**src/rtl/usb_bus_ctrl_if.sv**
```systemverilog
// Bus-state signal bundle between the USB line decoder / reset detector and the
// bus-state controller. The master side drives line information, the slave side reports state.
interface usb_bus_ctrl_if;
    logic       bus_reset;
    logic [1:0] line_state;
    logic       remote_wakeup_en;
    logic       wakeup_req;
    logic       suspend;
    logic       resume_pulse;
    logic       drive_k;
    logic [2:0] state;

    modport master (
        output bus_reset, line_state, remote_wakeup_en, wakeup_req,
        input  suspend, resume_pulse, drive_k, state
    );

    modport slave (
        input  bus_reset, line_state, remote_wakeup_en, wakeup_req,
        output suspend, resume_pulse, drive_k, state
    );
endinterface

```
**src/rtl/usb_bus_ctrl.sv**
```systemverilog
// USB device bus-state controller: suspend detection, host resume detection and
// remote-wakeup K signalling, with bus reset overriding every state.
module usb_bus_ctrl #(
    parameter int T_SUSPEND_US   = 3000,
    parameter int T_WAKE_IDLE_US = 5000,
    parameter int T_DRIVE_K_US   = 2000,
    parameter int T_K_FILT_US    = 3
) (
    input  logic           clk,
    input  logic           reset_ni,
    input  logic           usb_full_speed,
    usb_bus_ctrl_if.slave  bus
);

    typedef enum logic [2:0] {
        ST_ACTIVE      = 3'd0,
        ST_SUSPENDED   = 3'd1,
        ST_RESUME_HOST = 3'd2,
        ST_WAKE_DRIVE  = 3'd3,
        ST_WAKE_WAIT   = 3'd4,
        ST_BUS_RESET   = 3'd5
    } state_e;

    localparam logic [15:0] T_SUSPEND_C   = 16'(T_SUSPEND_US);
    localparam logic [15:0] T_WAKE_IDLE_C = 16'(T_WAKE_IDLE_US);
    localparam logic [15:0] T_DRIVE_K_C   = 16'(T_DRIVE_K_US);
    localparam logic [15:0] T_K_FILT_C    = 16'(T_K_FILT_US);

    // Saturating increment used by every microsecond timer.
    function automatic logic [15:0] sat_inc(input logic [15:0] value, input logic en);
        if (en && (value != 16'hFFFF)) begin
            return value + 16'd1;
        end else begin
            return value;
        end
    endfunction

    logic [5:0]  presc_r;
    logic [5:0]  presc_max_s;
    logic        tick_s;
    logic [15:0] idle_tmr_r;
    logic [15:0] state_tmr_r;
    logic [15:0] kfilt_tmr_r;
    logic        line_se0_s;
    logic        line_j_s;
    logic        line_k_s;
    logic        clr_idle_s;
    state_e      state_r;
    state_e      state_next_s;
    logic        suspend_s;
    logic        resume_pulse_s;
    logic        drive_k_s;
    logic        suspend_r;
    logic        resume_pulse_r;
    logic        drive_k_r;

    assign line_se0_s  = (bus.line_state == 2'b00);
    assign line_j_s    = (bus.line_state == 2'b01);
    assign line_k_s    = (bus.line_state == 2'b10);
    assign presc_max_s = usb_full_speed ? 6'd47 : 6'd5;
    // >= rather than == keeps the prescaler bounded if it ever holds an out-of-range count.
    assign tick_s      = (presc_r >= presc_max_s);
    assign clr_idle_s  = (state_r == ST_BUS_RESET) && (state_next_s == ST_ACTIVE);

    // Free-running microsecond prescaler.
    always_ff @(posedge clk or negedge reset_ni) begin
        if (!reset_ni) begin
            presc_r <= 6'd0;
        end else if (tick_s) begin
            presc_r <= 6'd0;
        end else begin
            presc_r <= presc_r + 6'd1;
        end
    end

    // Continuous-J idle timer; also serves as the J filter while in RESUME_HOST.
    always_ff @(posedge clk or negedge reset_ni) begin
        if (!reset_ni) begin
            idle_tmr_r <= 16'd0;
        end else if (!line_j_s || clr_idle_s) begin
            idle_tmr_r <= 16'd0;
        end else begin
            idle_tmr_r <= sat_inc(idle_tmr_r, tick_s);
        end
    end

    // Time spent in the current state, restarted on every transition.
    always_ff @(posedge clk or negedge reset_ni) begin
        if (!reset_ni) begin
            state_tmr_r <= 16'd0;
        end else if (state_next_s != state_r) begin
            state_tmr_r <= 16'd0;
        end else begin
            state_tmr_r <= sat_inc(state_tmr_r, tick_s);
        end
    end

    // Continuous-K filter for host resume detection.
    always_ff @(posedge clk or negedge reset_ni) begin
        if (!reset_ni) begin
            kfilt_tmr_r <= 16'd0;
        end else if (!line_k_s) begin
            kfilt_tmr_r <= 16'd0;
        end else begin
            kfilt_tmr_r <= sat_inc(kfilt_tmr_r, tick_s);
        end
    end

    // State register.
    always_ff @(posedge clk or negedge reset_ni) begin
        if (!reset_ni) begin
            state_r <= ST_ACTIVE;
        end else begin
            state_r <= state_next_s;
        end
    end

    // Next-state logic; bus reset pre-empts everything, K expiry beats wakeup_req.
    always_comb begin
        state_next_s = state_r;
        if (bus.bus_reset) begin
            state_next_s = ST_BUS_RESET;
        end else begin
            case (state_r)
                ST_ACTIVE: begin
                    if (idle_tmr_r >= T_SUSPEND_C) begin
                        state_next_s = ST_SUSPENDED;
                    end else begin
                        state_next_s = ST_ACTIVE;
                    end
                end
                ST_SUSPENDED: begin
                    if (kfilt_tmr_r >= T_K_FILT_C) begin
                        state_next_s = ST_RESUME_HOST;
                    end else if (bus.wakeup_req && bus.remote_wakeup_en &&
                                 (state_tmr_r >= T_WAKE_IDLE_C)) begin
                        state_next_s = ST_WAKE_DRIVE;
                    end else begin
                        state_next_s = ST_SUSPENDED;
                    end
                end
                ST_RESUME_HOST: begin
                    if (line_se0_s) begin
                        state_next_s = ST_ACTIVE;
                    end else if (idle_tmr_r >= T_K_FILT_C) begin
                        state_next_s = ST_SUSPENDED;
                    end else begin
                        state_next_s = ST_RESUME_HOST;
                    end
                end
                ST_WAKE_DRIVE: begin
                    if (state_tmr_r >= T_DRIVE_K_C) begin
                        state_next_s = ST_WAKE_WAIT;
                    end else begin
                        state_next_s = ST_WAKE_DRIVE;
                    end
                end
                ST_WAKE_WAIT: begin
                    if (line_se0_s) begin
                        state_next_s = ST_ACTIVE;
                    end else begin
                        state_next_s = ST_WAKE_WAIT;
                    end
                end
                ST_BUS_RESET: begin
                    state_next_s = ST_ACTIVE;
                end
                default: begin
                    state_next_s = ST_ACTIVE;
                end
            endcase
        end
    end

    // Output decode from the next state so registered outputs line up with state_r.
    always_comb begin
        suspend_s      = 1'b0;
        drive_k_s      = 1'b0;
        resume_pulse_s = 1'b0;
        case (state_next_s)
            ST_SUSPENDED, ST_RESUME_HOST, ST_WAKE_WAIT: begin
                suspend_s = 1'b1;
            end
            ST_WAKE_DRIVE: begin
                suspend_s = 1'b1;
                drive_k_s = 1'b1;
            end
            ST_ACTIVE: begin
                if ((state_r == ST_RESUME_HOST) || (state_r == ST_WAKE_WAIT)) begin
                    resume_pulse_s = 1'b1;
                end else begin
                    resume_pulse_s = 1'b0;
                end
            end
            default: begin
                suspend_s = 1'b0;
            end
        endcase
    end

    // Output registers.
    always_ff @(posedge clk or negedge reset_ni) begin
        if (!reset_ni) begin
            suspend_r      <= 1'b0;
            drive_k_r      <= 1'b0;
            resume_pulse_r <= 1'b0;
        end else begin
            suspend_r      <= suspend_s;
            drive_k_r      <= drive_k_s;
            resume_pulse_r <= resume_pulse_s;
        end
    end

    assign bus.state        = state_r;
    assign bus.suspend      = suspend_r;
    assign bus.drive_k      = drive_k_r;
    assign bus.resume_pulse = resume_pulse_r;

endmodule

```
**src/flat_wrapper.sv**
```systemverilog
// flat-port wrapper written by rule: the top's interface ports become plain ports
module usb_bus_ctrl_flat 
#(
    parameter int T_SUSPEND_US   = 3000,
    parameter int T_WAKE_IDLE_US = 5000,
    parameter int T_DRIVE_K_US   = 2000,
    parameter int T_K_FILT_US    = 3
)
  (clk, reset_ni, usb_full_speed, bus_bus_reset, bus_line_state, bus_remote_wakeup_en, bus_wakeup_req, bus_suspend, bus_resume_pulse, bus_drive_k, bus_state);
  usb_bus_ctrl_if bus_i ();
  input  logic clk;
  input  logic reset_ni;
  input  logic usb_full_speed;
  input wire logic [$bits(bus_i.bus_reset)-1:0] bus_bus_reset;
  input wire logic [$bits(bus_i.line_state)-1:0] bus_line_state;
  input wire logic [$bits(bus_i.remote_wakeup_en)-1:0] bus_remote_wakeup_en;
  input wire logic [$bits(bus_i.wakeup_req)-1:0] bus_wakeup_req;
  output wire logic [$bits(bus_i.suspend)-1:0] bus_suspend;
  output wire logic [$bits(bus_i.resume_pulse)-1:0] bus_resume_pulse;
  output wire logic [$bits(bus_i.drive_k)-1:0] bus_drive_k;
  output wire logic [$bits(bus_i.state)-1:0] bus_state;
  assign bus_i.bus_reset = bus_bus_reset;
  assign bus_i.line_state = bus_line_state;
  assign bus_i.remote_wakeup_en = bus_remote_wakeup_en;
  assign bus_i.wakeup_req = bus_wakeup_req;
  assign bus_suspend = bus_i.suspend;
  assign bus_resume_pulse = bus_i.resume_pulse;
  assign bus_drive_k = bus_i.drive_k;
  assign bus_state = bus_i.state;
  usb_bus_ctrl #(.T_SUSPEND_US(T_SUSPEND_US), .T_WAKE_IDLE_US(T_WAKE_IDLE_US), .T_DRIVE_K_US(T_DRIVE_K_US), .T_K_FILT_US(T_K_FILT_US)) u_core (.clk(clk), .reset_ni(reset_ni), .usb_full_speed(usb_full_speed), .bus(bus_i));
endmodule
```
**config.mk**
```make
export PLATFORM = sky130hd
export DESIGN_NAME = usb_bus_ctrl_flat
export DESIGN_NICKNAME = d
export VERILOG_FILES = /design/src/rtl/usb_bus_ctrl_if.sv /design/src/rtl/usb_bus_ctrl.sv /design/src/flat_wrapper.sv
export SDC_FILE = /design/constraint.sdc
export NUM_CORES = 1
export LEC_CHECK = 0
export CAP_MARGIN = 0
export CORE_ASPECT_RATIO = 2
export CORE_UTILIZATION = 24
export CTS_CLUSTER_DIAMETER = 200
export CTS_CLUSTER_SIZE = 28
export DETAILED_ROUTE_END_ITERATION = 8
export SYNTH_ARGS = -nofsm -noshare
export SYNTH_HDL_FRONTEND = slang
export SYNTH_SLANG_ARGS = --single-unit
```
**constraint.sdc**
```tcl
create_clock -name clk -period 2.95 [get_ports clk]
set_input_delay 0.295 -clock clk [delete_from_list [all_inputs] [get_ports clk]]
set_output_delay 0.295 -clock clk [all_outputs]
set_load 0.02 [all_outputs]
```
==> run summary, run 1 <==
status -> completed
Psw -> 619 µW
highest clock rate -> 391 MHz
drt first-iter violations -> 125
Mapped Nets -> 370
htree depth -> 3
Worst Path Max Fanout -> 16
FP Rows -> 60
final period utilization -> 0.866
RSZ-0062 raised after global routing -> no
share of cells above drive strength 1 -> 0.0875
Residual DRC -> 0
Gate power share -> 0.158
Leak -> 0.00154 µW
final hold vios -> 0
Final Slew Violations -> 0
Avg Synthesized Cell Area -> 9.52 µm²
fraction of registers with async set/reset -> 1.00
vias per cell -> 4.67
initial core utilization -> 0.247
commonest non-fill, non-tap cells in the layout -> nor2_1, dfrtp_1, xnor2_1
first drt pass iteration count -> 4
Routed WL -> 7.56 mm
worst hold margin -> 0.122 ns
Worst Skew -> 0.00536 ns
CP Capture Type -> register
Final min period -> 2.55 ns
kind of critical path -> reg2reg
# hold bufs at CTS -> 0
worst vdd ir -> 0.281 mV
Seq/Total Area, Yosys -> 0.447
first-pass GRT wire length -> 12.8 mm
Total GRT Usage -> 0.113
arrival time worst endpoint -> 2.79 ns
final core utilization -> 0.293
Syn Std Cell Area -> 0.00336 mm²
post-route ant nets -> 0
setup TNS -> 0 ns
CTS Buf Count -> 9
clk_lat worst skew -> 0.33 ns
internal power -> 1610 µW
routed wire length per instance -> 13.4 µm
Setup Buffers After CTS -> 0
Synth cell types -> 52
die area -> 0.0145 mm²
switching share of power -> 0.278
Required @ worst endpoint -> 3.19 ns
CTS tree -> done
worst-margin pin slew -> 1.16 ns
commonest non-fill, non-tap cell in the layout -> nor2_1
area post-placement -> 0.00372 mm²
GPL Wtd Cong -> 0.774
clk root buf -> clkbuf_16
max cap viols -> 0
Yosys reg bits -> 60
Setup-failing EPs final -> 0
core footprint -> 0.0136 mm²
Clock power frac -> 0.429
I/O pins -> 14
Worst Hold Class -> in2async
ys flop type -> dfrtp_1
Clk pin slew, worst setup/hold paths -> 0.05 ns
n_diodes -> 0
Post-synth EDFFs -> 0
Power Density -> 559 mW/mm²
largest cells by area after synthesis -> dfrtp_1, nor2_1, xnor2_1, xor2_1, ha_1
cell area after layout -> 0.00399 mm²
sequential share of power -> 0.413
IO Port Bufs -> 13
nets@finish -> 390
largest net degree at the start of global routing -> 46
post-synth top area share -> 0.447
clk sinks -> 60
Chip Height -> 169 µm
Area growth, synth to finish -> 18.6%
post-DP HPWL -> 5.51 mm
vias in the first global route -> 2768
DIE WIDTH -> 85.7 µm
Setup crit start kind -> register
Slew headroom -> 0.224
Resize count post-CTS -> 0
CTS max path bufs -> 2
dominant cell type by area after synthesis -> dfrtp_1
initial antenna violation count -> 0
via count -> 2631
number of cells produced by synthesis -> 353
Fillers -> 1404
total grt overflow -> 0
Syn. warnings -> 0
-- cell families (layout without fill, tap and decap cells) --
group | after synthesis | count (layout) | synth area share
AOI/OAI and AO/OA | 34 | 34 | 0.0957
buffers and inverters | 21 | 45 | 0.0275
xor gates and xnor gates | 45 | 45 | 0.117
muxes | 2 | 2 | 0.00595
adders and majority gates | 9 | 9 | 0.0335
DFF | 60 | 60 | 0.447
and+or+nand+nor | 182 | 182 | 0.274
-- power by group through the flow --
stage | clock network (µW) | logic (µW) | registers [µW]
2_1_floorplan | 0 | 249 | 923
3_3_place_gp | 0 | 346 | 931
5_1_grt | 1000 | 394 | 927
4_1_cts | 974 | 358 | 920
6_report | 956 | 352 | 920
3_5_place_dp | 0 | 353 | 934
-- final timing paths --
path                                       start                endpoint  slack (ns)  cells after the start
hold / removal                          reset_ni       u_core.presc_r[5]        0.12                      1
setup / recovery           u_core.kfilt_tmr_r[0]  u_core.state_tmr_r[12]        0.40                      7
hold reg to reg                u_core.presc_r[0]       u_core.presc_r[0]        0.50                      1
setup reg to reg           u_core.kfilt_tmr_r[0]  u_core.state_tmr_r[12]        0.40                      7
max in group asynchronous               reset_ni   u_core.kfilt_tmr_r[0]        2.00                      2
min in group clk               u_core.presc_r[0]       u_core.presc_r[0]        0.50                      1
-- per-stage QoR --
step,cells,total power (µW),setup WS (ns)
finish,563,2230,0.396
global route,563,2330,0.192
CTS,563,2250,0.376
detailed placement,548,1290,0.225
global placement,548,1280,0.256
floorplan,353,1170,0.815
-- synthesized netlist by cell type, types with 2 or more instances --
master	instances
a21oi_1	8
and2_1	2
and3_1	9
and4_1	8
buf_2	2
clkbuf_1	4
dfrtp_1	60
ha_1	9
inv_1	12
mux2i_1	2
nand2_1	22
nand2b_1	3
nand3_1	22
nand4_1	11
nor2_1	63
nor2b_1	5
nor3_1	11
nor3b_1	3
nor4_1	10
o21ai_0	5
o311a_1	2
or2_2	2
or3_1	6
xnor2_1	26
xor2_1	19
-- routing by layer --
metal / vias up / global-route usage / part of all wire
met1: 1305 / 0.108 / 0.38
met3: 15 / 0.0204 / 0.022
met2: 34 / 0.222 / 0.58
li1: 1277 / - / -
met4: 0 / 0.0580 / 0.027
met5: - / 0 / 0
-- area by class of cell --
| cell class | count | area [µm²] | share of cell area |
|---|---|---|---|
| clock inverters | 2 | 10.0 | 0.00251 |
| multi-input cells | 272 | 1780 | 0.445 |
| flip-flops and latches | 60 | 1500 | 0.377 |
| repair buffers | 18 | 163 | 0.0408 |
| inverters | 12 | 45.0 | 0.0113 |
| well taps | 186 | 233 | 0.0584 |
| clock buffers | 13 | 260 | 0.0653 |
-- critical path, stage by stage (launching register included) --
cell and delay [ns]:
dfrtp_1 0.41, ha_1 0.27, nor4_1 0.38, nand4_1 0.28, a22o_1 0.31, o41ai_4 0.37
o21ai_4 0.21, a311oi_2 0.22
-- registers in the layout (all words and copies together), names as in the netlist --
name and cells:
u_core.presc_r 6, u_core.idle_tmr_r 16, u_core.bus.drive_k 1, u_core.bus.suspend 1, u_core.state_tmr_r 16, u_core.bus.resume_pulse 1, u_core.bus.state 3, u_core.kfilt_tmr_r 16
(Power assumes the default switching activity.)
==> run 2, diff against run 1 <==
CORE_ASPECT_RATIO = unset   (was 2)
CTS_BUF_LIST = sky130_fd_sc_hd__clkbuf_4   (was unset)
==> run 2 against run 1 <==
- clock power is 38% lower
- first-iteration DRC count is 1.6% lower
- flip-flop and latch count unchanged
- fmax hardly changed
- register-to-register slack barely moved
- combinational power about the same
- critical endpoint unchanged
- largest cell class unchanged
- largest power group is now sequential cells
==> run summary, run 2 (synthesis gave the netlist of run 1 again) <==
kind of critical path -> reg2reg
setup TNS -> 0 ns
clk sinks -> 60
CTS max path bufs -> 2
Leak -> 0.00148 µW
CTS tree -> done
largest net degree at the start of global routing -> 44
Setup crit start kind -> register
post-route setup slack -> 0.393 ns
final period utilization -> 0.867
Routed WL -> 7.39 mm
Residual DRC -> 0
commonest non-fill, non-tap cells in the layout -> nor2_1, dfrtp_1, xnor2_1
n_diodes -> 0
Slew headroom -> 0.182
Required @ worst endpoint -> 3.26 ns
Clk pin slew, worst setup/hold paths -> 0.12 ns
first-pass GRT wire length -> 12.5 mm
R2R depth -> 7
routed wire length per instance -> 13.3 µm
reg2reg start -> u_core.kfilt_tmr_r[0]
DIE WIDTH -> 120 µm
share of cells above drive strength 1 -> 0.0897
initial antenna violation count -> 0
IO Port Bufs -> 13
worst vdd ir -> 0.193 mV
worst hold margin -> 0.347 ns
CTS Buf Count -> 9
first drt pass iteration count -> 4
Worst Skew -> 0.0177 ns
vias in the first global route -> 2560
highest clock rate -> 391 MHz
Regs by FF count -> u_core.idle_tmr_r x16, u_core.kfilt_tmr_r x16, u_core.state_tmr_r x16
htree depth -> 3
post-DP HPWL -> 5.09 mm
Power Density -> 482 mW/mm²
max incr delay on CP -> 0.44 ns
Chip Height -> 120 µm
Area growth, synth to finish -> 14.5%
commonest non-fill, non-tap cell in the layout -> nor2_1
worst-margin pin slew -> 1.22 ns
Crit-path slowest cell -> dfrtp_1
CP Capture Type -> register
Worst Path Max Fanout -> 16
clk root buf -> clkbuf_4
die area -> 0.0145 mm²
worst path cell trace -> ha_1 -> nor4_1 -> nand4_1 -> a22o_1 -> o41ai_4 -> o21ai_4 -> a311oi_2
status -> completed
arrival time worst endpoint -> 2.87 ns
R2R setup slack -> 0.39 ns
GPL Wtd Cong -> 0.817
clk_lat worst skew -> 0.41 ns
max cap viols -> 0
Final min period -> 2.56 ns
nets@finish -> 391
Total GRT Usage -> 0.109
Final Slew Violations -> 0
I/O pins -> 14
drt first-iter violations -> 123
FP Rows -> 42
RSZ-0062 raised after global routing -> no
Worst Hold Class -> in2async
pre-CTS WS -> 0.193 ns
Resize count post-CTS -> 0
Setup-failing EPs final -> 0
total grt overflow -> 0
via count -> 2592
core footprint -> 0.0135 mm²
initial core utilization -> 0.250
final hold vios -> 0
vias per cell -> 4.67
post-route ant nets -> 0
RR Endpoint -> u_core.state_tmr_r[12]
==> run 2: changes by cell type in the layout (fill, tap and decap cells not counted) <==
cell and change:
clkbuf_4 +11, clkbuf_16 -9, clkbuf_1 -2, clkbuf_8 -2
clkinv_1 +2, clkinv_2 -2, clkinvlp_4 +2, bufinv_16 +1
dlygate4sd3_1 +1
==> run 2: per-layer routing <==
metal	vias up	GRT usage	routed length [µm]	part of all wire
li1	1284	-	-	-
met1	1265	0.134	3370	0.46
met2	32	0.184	3690	0.50
met3	11	0.0278	233	0.032
met4	0	0.0370	92	0.012
met5	-	0	0	0
==> run 2: through the flow <==
step / utilization / total power (µW) / instance area (µm²) / std cells
finish: 0.286 / 1860 / 3850 / 555
floorplan: - / 1170 / 3360 / 353
CTS: 0.286 / 1880 / 3850 / 555
detailed placement: 0.275 / 1280 / 3700 / 538
global placement: 0.275 / 1270 / 3700 / 538
global route: 0.286 / 1960 / 3850 / 555
==> run 2: cell type report <==
type	count	area, µm²
Timing Repair Buffer	19	173
Fill cell	1461	9600
Sequential cell	60	1500
Clock inverter	5	52.6
Tap cell	176	220
Inverter	12	45.0
Multi-Input combinational cell	272	1780
Clock buffer	11	82.6
==> run 2: timing repair <==
item                      in CTS  in global routing
hold endpoints to repair      17                  0
hold buffers                   1                  0
buffers inserted               0                  0
==> run 2: how the worst max path moves through the flow <==
stage / start / end / slack [ns] / cells past startpoint
final: u_core.kfilt_tmr_r[0] / u_core.state_tmr_r[12] / 0.39 / 7
after global routing: u_core.kfilt_tmr_r[0] / u_core.state_tmr_r[12] / 0.18 / 7
after CTS: u_core.kfilt_tmr_r[0] / u_core.state_tmr_r[12] / 0.36 / 7
after detailed placement: usb_full_speed / u_core.state_tmr_r[14] / 0.19 / 9
after global placement: usb_full_speed / u_core.state_tmr_r[10] / 0.30 / 9
after floorplan: u_core.kfilt_tmr_r[0] / u_core.state_tmr_r[0] / 0.81 / 8
==> run 2: critical path: cells and delay by family (launching register included) <==
| kind | cells | cell delay, ns |
|---|---|---|
| adders and majority gates | 1 | 0.28 |
| DFF | 1 | 0.44 |
| AOI/OAI and AO/OA | 4 | 1.14 |
| and+or+nand+nor | 2 | 0.59 |
==> run 2: where the power goes <==
| group | switching (µW) | leakage, µW | internal [µW] |
|---|---|---|---|
| registers | 50.6 | 0.000823 | 867 |
| clock network | 317 | 0.0000682 | 272 |
| logic | 216 | 0.000588 | 134 |
